## config.mk

```make
export PLATFORM = sky130hd
export DESIGN_NAME = muldiv_unit
export DESIGN_NICKNAME = d
export VERILOG_FILES = /design/src/rtl/muldiv_pkg.sv /design/src/rtl/muldiv_unit.sv
export SDC_FILE = /design/constraint.sdc
export NUM_CORES = 1
export LEC_CHECK = 0
export CORE_MARGIN = 2
export CORE_UTILIZATION = 40
export CTS_CLUSTER_DIAMETER = 120
export DETAILED_ROUTE_END_ITERATION = 8
export SLEW_MARGIN = 20
export SYNTH_ARGS = -nofsm -noshare
export SYNTH_HDL_FRONTEND = slang
export SYNTH_SLANG_ARGS = --single-unit
export TNS_END_PERCENT = 100
```

## constraint.sdc

```tcl
create_clock -name clk -period 7.7 [get_ports clk]
set_clock_uncertainty 0.05 [all_clocks]
set_input_delay 0.77 -clock clk [delete_from_list [all_inputs] [get_ports clk]]
set_output_delay 0.77 -clock clk [all_outputs]
set_load 0.02 [all_outputs]
```

## src/rtl/muldiv_pkg.sv

```systemverilog
// muldiv_pkg: op encodings and FSM states shared by muldiv_unit and the control unit
package muldiv_pkg;
    localparam logic [1:0] OP_MULU = 2'b00;
    localparam logic [1:0] OP_MULS = 2'b01;
    localparam logic [1:0] OP_DIVU = 2'b10;
    localparam logic [1:0] OP_DIVS = 2'b11;
    typedef enum logic [1:0] {S_IDLE, S_CALC, S_FIX, S_DONE} state_e;
endpackage

```

## src/rtl/muldiv_unit.sv

```systemverilog
// muldiv_unit: sequential shift-add multiply / restoring divide, signed or unsigned,
// operating on magnitudes with sign fix-up applied in a final FIX cycle
module muldiv_unit
    import muldiv_pkg::*;
#(
    parameter int WIDTH = 16
) (
    input  logic             clk,
    input  logic             rst,
    input  logic             start,
    input  logic [1:0]       op,
    input  logic [WIDTH-1:0] a_in,
    input  logic [WIDTH-1:0] b_in,
    output logic             busy,
    output logic             done,
    output logic [WIDTH-1:0] acc_res,
    output logic [WIDTH-1:0] mr_res,
    output logic             div_zero,
    output logic             ovf
);
    localparam int CW = $clog2(WIDTH + 1);
    state_e state_q, state_d;
    logic [CW-1:0] cnt_q, cnt_d;
    logic [WIDTH-1:0] hi_q, hi_d, lo_q, lo_d, m_q, m_d, acc_d, mr_d;
    logic div_q, div_d, neg_lo_q, neg_lo_d, neg_hi_q, neg_hi_d, ovf_p_q, ovf_p_d, dz_d, ovf_d;
    logic is_div, sgn, a_neg, b_neg;
    logic [WIDTH-1:0] a_mag, b_mag;
    logic [WIDTH:0] sum, sh, diff;
    logic [2*WIDTH-1:0] prod;
    assign is_div = (op == OP_DIVU) || (op == OP_DIVS);
    assign sgn    = (op == OP_MULS) || (op == OP_DIVS);
    assign a_neg  = sgn & a_in[WIDTH-1];
    assign b_neg  = sgn & b_in[WIDTH-1];
    assign a_mag  = a_neg ? -a_in : a_in;
    assign b_mag  = b_neg ? -b_in : b_in;
    // lo_q holds multiplier / dividend-then-quotient, hi_q the high product word / remainder
    assign sum  = {1'b0, hi_q} + (lo_q[0] ? {1'b0, m_q} : '0);
    assign sh   = {hi_q, lo_q[WIDTH-1]};
    assign diff = sh - {1'b0, m_q};
    assign prod = {hi_q, lo_q};
    always_comb begin
        state_d  = state_q;
        cnt_d    = cnt_q;
        hi_d     = hi_q;
        lo_d     = lo_q;
        m_d      = m_q;
        div_d    = div_q;
        neg_lo_d = neg_lo_q;
        neg_hi_d = neg_hi_q;
        ovf_p_d  = ovf_p_q;
        acc_d    = acc_res;
        mr_d     = mr_res;
        dz_d     = div_zero;
        ovf_d    = ovf;
        case (state_q)
            S_IDLE: if (start) begin
                div_d    = is_div;
                cnt_d    = '0;
                hi_d     = '0;
                lo_d     = a_mag;
                m_d      = b_mag;
                neg_lo_d = a_neg ^ b_neg;
                neg_hi_d = is_div ? a_neg : (a_neg ^ b_neg);
                ovf_p_d  = is_div & sgn & (a_in == {1'b1, {(WIDTH-1){1'b0}}}) & (&b_in);
                state_d  = S_CALC;
                if (is_div && b_in == '0) begin
                    acc_d   = '1;
                    mr_d    = a_in;
                    dz_d    = 1'b1;
                    ovf_d   = 1'b0;
                    state_d = S_DONE;
                end
            end
            S_CALC: begin
                hi_d    = div_q ? (diff[WIDTH] ? sh[WIDTH-1:0] : diff[WIDTH-1:0]) : sum[WIDTH:1];
                lo_d    = div_q ? {lo_q[WIDTH-2:0], ~diff[WIDTH]} : {sum[0], lo_q[WIDTH-1:1]};
                cnt_d   = cnt_q + 1'b1;
                state_d = (cnt_q == CW'(WIDTH - 1)) ? S_FIX : S_CALC;
            end
            S_FIX: begin
                if (div_q) begin
                    acc_d = neg_lo_q ? -lo_q : lo_q;
                    mr_d  = neg_hi_q ? -hi_q : hi_q;
                end else begin
                    {mr_d, acc_d} = neg_lo_q ? -prod : prod;
                end
                dz_d    = 1'b0;
                ovf_d   = ovf_p_q;
                state_d = S_DONE;
            end
            default: state_d = S_IDLE;
        endcase
    end
    always_ff @(posedge clk or negedge rst) begin
        if (!rst) begin
            state_q  <= S_IDLE;
            cnt_q    <= '0;
            hi_q     <= '0;
            lo_q     <= '0;
            m_q      <= '0;
            div_q    <= 1'b0;
            neg_lo_q <= 1'b0;
            neg_hi_q <= 1'b0;
            ovf_p_q  <= 1'b0;
            busy     <= 1'b0;
            done     <= 1'b0;
            acc_res  <= '0;
            mr_res   <= '0;
            div_zero <= 1'b0;
            ovf      <= 1'b0;
        end else begin
            state_q  <= state_d;
            cnt_q    <= cnt_d;
            hi_q     <= hi_d;
            lo_q     <= lo_d;
            m_q      <= m_d;
            div_q    <= div_d;
            neg_lo_q <= neg_lo_d;
            neg_hi_q <= neg_hi_d;
            ovf_p_q  <= ovf_p_d;
            busy     <= state_d != S_IDLE;
            done     <= state_d == S_DONE;
            acc_res  <= acc_d;
            mr_res   <= mr_d;
            div_zero <= dz_d;
            ovf      <= ovf_d;
        end
    end
endmodule

```

==> out/results.txt, run 1 <==
main flop type after synthesis: dfrtp_1
CTS H-Tree Depth: 3
Fin. Hold Viols: 0
pwr/cell area: 492 nW/um^2
Crit Path Category: reg2reg
reg2reg end: hi_q[3]
crit path max fanout: 22
critical path launch point type: flip-flop
Routed Antenna Nets: 0
setup tns final: 0 ns
Period minus WS final: 3.64 ns
reg2reg start: lo_q[15]
Slew @ Worst Pin: 1.07 ns
clk sinks: 95
via count: 6608
CTS resizes: 0
crit path launch: lo_q[15]
DRT Wirelength: 21400 microns
post-synthesis simple-gate area fraction: 0.191
num rows: 49
net count reported at finish: 1008
share of post-route cells with drive strength above 1: 0.0460
multiplexer share of the synthesized area: 0.0417
sequential fraction of the synthesis area: 0.326
Pins Over Slew Limit: 0
R2R cell count: 12
filler cell count: 1790
DPL Wire Length: 15900 microns
mapped cell area: 7300 sq um
clock latency at the later pin of the worst-skew pair: 0.36 ns
Synth cell types: 69
Arr. time, crit path: 3.82 ns
endpoints failing setup: 0
first-pass GRT wire length: 34400 microns
Synth top area share: 0.326
Seq. cell area: 2380 sq um
gp weighted congestion: 0.894
most area-consuming cells after synthesis: dfrtp_1 (33%), ha_1 (6.7%), o21ai_0 (4.8%)
post-synthesis xor/xnor area fraction: 0.0910
final instance area: 8470 sq um
Lkg Pwr: 3.47 nW
Post-synth EDFFs: 0
Vias/cell: 5.68
adder-cell share of the synthesized area: 0.0723
initial antenna violation count: 0
GRT overflow: 0
Placed Area: 8180 sq um
Reg clk slew, reported paths: 0.07 ns
pin count of the biggest net entering global routing: 65
Ys Warns: 0
fin crit share: 0.472
Die W: 139 microns
DRC Markers: 0
maximum buffer depth of the clock tree: 2
leading area contributor after synthesis: dfrtp_1
flop2flop setup slack: 4.06 ns
cts bufs inserted: 9
Die Height: 139 microns
most common cell after layout, fill and taps aside: dfrtp_1
FF+latch count, synth: 95
ys async rst share: 1.00
drt wl/cell: 18.4 microns
cts-stage hold buffer count: 0
status: finished clean
vias in the first global route: 6242
I/O pins: 73
PortBufs: 72
Peak supply drop: 0.000264 V
Root Driver: clkbuf_16
DRT iter0 DRCs: 523
Core ar.: 18000 sq um
Layout area overhead: 16.1%
relative slew slack: 0.282
Total Power: 4.17 mW
largest family of logic cells by synthesized area: compound AO/OA/AOI/OAI gates
drt pass-1 iters: 6
Post-Syn Nets: 964
Initial Utilization: 0.406
most frequent cells in the layout: dfrtp_1 (95), nor2_1 (89), nand2_1 (81)
area of the multi-input gates: 4600 sq um
synthesized instance count: 886
worst min-delay path class: in2async
Die ar.: 19300 sq um
Setup Buffers After CTS: 0
Avg Cell Area, Syn: 8.24 sq um
ANT cells: 0
GRT Util Overall: 0.221
Crit path required time: 7.89 ns
Peak Freq: 275 MHz
clock tree from TritonCTS: done
RSZ-0062 raised after global routing: no
number of maximum-capacitance violations: 0
Final Non-Filler Cells: 1164
critical path capture point type: flip-flop
post-synthesis compound-gate area fraction: 0.233
placed cell count: 1148
worst hold slack: 0.291 ns
[routing by layer]
metal | track usage | vias to the layer above | wire (microns) | part of all wire
met5 | 0 | - | 0 | 0
met4 | 0.0564 | 0 | 369 | 0.017
met3 | 0.0325 | 22 | 1170 | 0.055
met2 | 0.356 | 198 | 9900 | 0.46
met1 | 0.312 | 3099 | 9970 | 0.47
li1 | - | 3289 | - | -
[cell type report]
type | count | share of cell area
multi-input combinational | 707 | 0.543
sequential | 95 | 0.281
timing repair buffer | 81 | 0.0927
tap | 229 | 0.0338
clock buffer | 9 | 0.0266
inverter | 36 | 0.0159
clock inverter | 7 | 0.00753
[worst max path at each step]
stage / end
6_report: hi_q[3]
5_1_grt: hi_q[13]
4_1_cts: hi_q[3]
3_5_place_dp: mr_res[7]
3_3_place_gp: mr_res[13]
2_1_floorplan: hi_q[3]
[stage by stage]
| step | util | setup slack, ns |
|---|---|---|
| floorplan | - | 4.47 |
| global placement | 0.456 | 4.05 |
| detailed placement | 0.456 | 3.94 |
| CTS | 0.472 | 4.07 |
| global route | 0.472 | 3.85 |
| finish | 0.472 | 4.06 |
[cell usage after synthesis (19+ instances only)]
master	instances
a21oi_1	62
clkbuf_1	41
dfrtp_1	95
ha_1	39
inv_1	35
mux2i_1	27
nand2_1	81
nand3_1	19
nor2_1	89
nor3_1	19
o21ai_0	70
o21ai_1	21
xnor2_1	37
xor2_1	37
[critical path, cell delays in order (launching register included)]
cell and delay (ns):
dfrtp_1 0.51, inv_1 0.13, ha_1 0.24, fa_1 0.41
nor2b_1 0.20, o31ai_2 0.13, a2111oi_2 0.61, o32ai_4 0.22
xnor2_2 0.14, buf_4 0.31, mux2i_1 0.23, nor2_1 0.05
a221o_1 0.27
[report_power, final]
group          leakage (nW)  internal, mW  switching, mW
sequential             1.15         0.742          0.330
combinational          2.18          1.17           1.48
clock                 0.140         0.226          0.223
total                  3.47          2.14           2.03
[logic make-up (layout without fill, tap and decap cells)]
family	Yosys count	in the layout
fa+ha+maj	41	41
buf+inv	84	133
compound gates	269	269
xor+xnor	75	75
flops	95	95
mux	30	30
simple gates	292	292
[registers in the layout, summed over array words and instances, names as in the netlist, 2 cells and up]
signal / cells
acc_res: 16
cnt_q: 5
hi_q: 16
lo_q: 16
m_q: 16
mr_res: 16
state_q: 2
Note: power is estimated with default switching activity, not from simulation.
==> run 2, diff against run 1 <==
- clock period: 7.7 -> 3.8 ns (I/O delays scaled with it)
==> out/results.txt, run 2 (same netlist as run 1, synthesis figures left out) <==
Die Height: 139 microns
ANT cells: 0
crit path max fanout: 11
Initial Utilization: 0.406
GRT overflow: 0
I/O pins: 73
most frequent cells in the layout: dfrtp_1 (95), nor2_1 (89), nand2_1 (81)
PortBufs: 72
Arr. time, crit path: 3.45 ns
Vias/cell: 5.75
pwr/cell area: 1020 nW/um^2
max incr delay on CP: 0.47 ns
critical path launch point type: flip-flop
worst hold slack: 0.0245 ns
clock tree from TritonCTS: done
Final Util: 0.480
Die W: 139 microns
critical path endpoint: hi_q[13]
Routed Antenna Nets: 0
Root Driver: clkbuf_16
GRT Util Overall: 0.223
pin count of the biggest net entering global routing: 55
DPL Wire Length: 16300 microns
critical path capture point type: flip-flop
Placed Area: 8300 sq um
Total Power: 8.77 mW
worst min-delay path class: in2async
clock share of power: 0.115
Crit path required time: 3.96 ns
Psw: 4.18 mW
Final Non-Filler Cells: 1177
endpoints failing setup: 0
Seq. cell area: 2380 sq um
drt pass-1 iters: 5
initial antenna violation count: 0
via count: 6772
vias in the first global route: 6330
worst path cell trace: inv_1 -> nor2_1 -> ha_1 -> o21ai_0 -> a21oi_1 -> o41ai_1 -> o21ai_0 -> o31ai_1 -> xor2_1 -> o221ai_1
fin worst setup slack: 0.514 ns
DRC Markers: 0
DRT Wirelength: 21500 microns
critical path's top delay family: compound AO/OA/AOI/OAI gates
internal power: 4.59 mW
Pins Over Slew Limit: 0
area of the multi-input gates: 4600 sq um
Layout area overhead: 18.0%
placed cell count: 1162
reg2reg end: hi_q[13]
drt wl/cell: 18.3 microns
net count reported at finish: 1022
clock latency at the later pin of the worst-skew pair: 0.36 ns
DRT iter0 DRCs: 598
most common cell after layout, fill and taps aside: dfrtp_1
Crit. path cell count: 10
share of power burned in registers: 0.241
setup tns final: 0 ns
Core ar.: 18000 sq um
RSZ-0062 raised after global routing: no
switch share: 0.477
status: finished clean
Period minus WS final: 3.29 ns
number of maximum-capacitance violations: 0
Most Frequent Cell on Critical Path: o21ai_0
Peak supply drop: 0.000504 V
filler cell count: 1766
Peak Freq: 304 MHz
flop2flop setup slack: 0.51 ns
Logic pwr share: 0.644
cts-stage hold buffer count: 0
critical path's slowest cell: o41ai_1
relative slew slack: 0.332
Setup Buffers After CTS: 0
reg2reg start: lo_q[0]
DP Worst Slack: 0.385 ns
maximum buffer depth of the clock tree: 2
CTS resizes: 0
worst path bufs/invs: 1
CTS H-Tree Depth: 3
share of post-route cells with drive strength above 1: 0.0580
R2R cell count: 10
num rows: 49
gp weighted congestion: 0.919
Die ar.: 19300 sq um
final instance area: 8620 sq um
clk sinks: 95
fin crit share: 0.865
Fin. Hold Viols: 0
Lkg Pwr: 3.55 nW
Slew @ Worst Pin: 0.999 ns
first-pass GRT wire length: 34700 microns
Crit Path Category: reg2reg
crit path launch: lo_q[0]
Reg clk slew, reported paths: 0.07 ns
cts bufs inserted: 9
run 2: power groups by stage:
stage          Combinational, mW  Clock [mW]  Sequential, mW
2_1_floorplan               3.96           0            2.08
3_3_place_gp                5.54           0            2.12
3_5_place_dp                5.60           0            2.12
4_1_cts                     5.62        1.03            2.11
5_1_grt                     6.20        1.08            2.19
6_report                    5.64        1.01            2.11
run 2: layout make-up:
cell class	count	area share
multi-input cells	707	0.533
well taps	229	0.0333
clock inverters	6	0.0107
inverters	36	0.0157
clock buffers	9	0.0261
flip-flops and latches	95	0.276
repair buffers	95	0.105
run 2: routing by layer:
metal	vias up	track usage	wire length [microns]	part of all wire
met3	23	0.0373	966	0.045
met2	196	0.356	9950	0.46
met4	0	0.0537	314	0.015
met5	-	0	0	0
li1	3319	-	-	-
met1	3234	0.318	10300	0.48
run 2: worst min path at each step:
| stage | from | slack, ns | cells after the start | to |
|---|---|---|---|---|
| final | rst | 0.02 | 1 | lo_q[9] |
| after global routing | rst | 0.08 | 1 | lo_q[6] |
| after CTS | rst | 0.06 | 1 | lo_q[9] |
| after detailed placement | m_q[9] | 0.42 | 2 | m_q[9] |
| after global placement | m_q[3] | 0.42 | 2 | m_q[3] |
| after floorplan | rst | 0.03 | 0 | acc_res[0] |
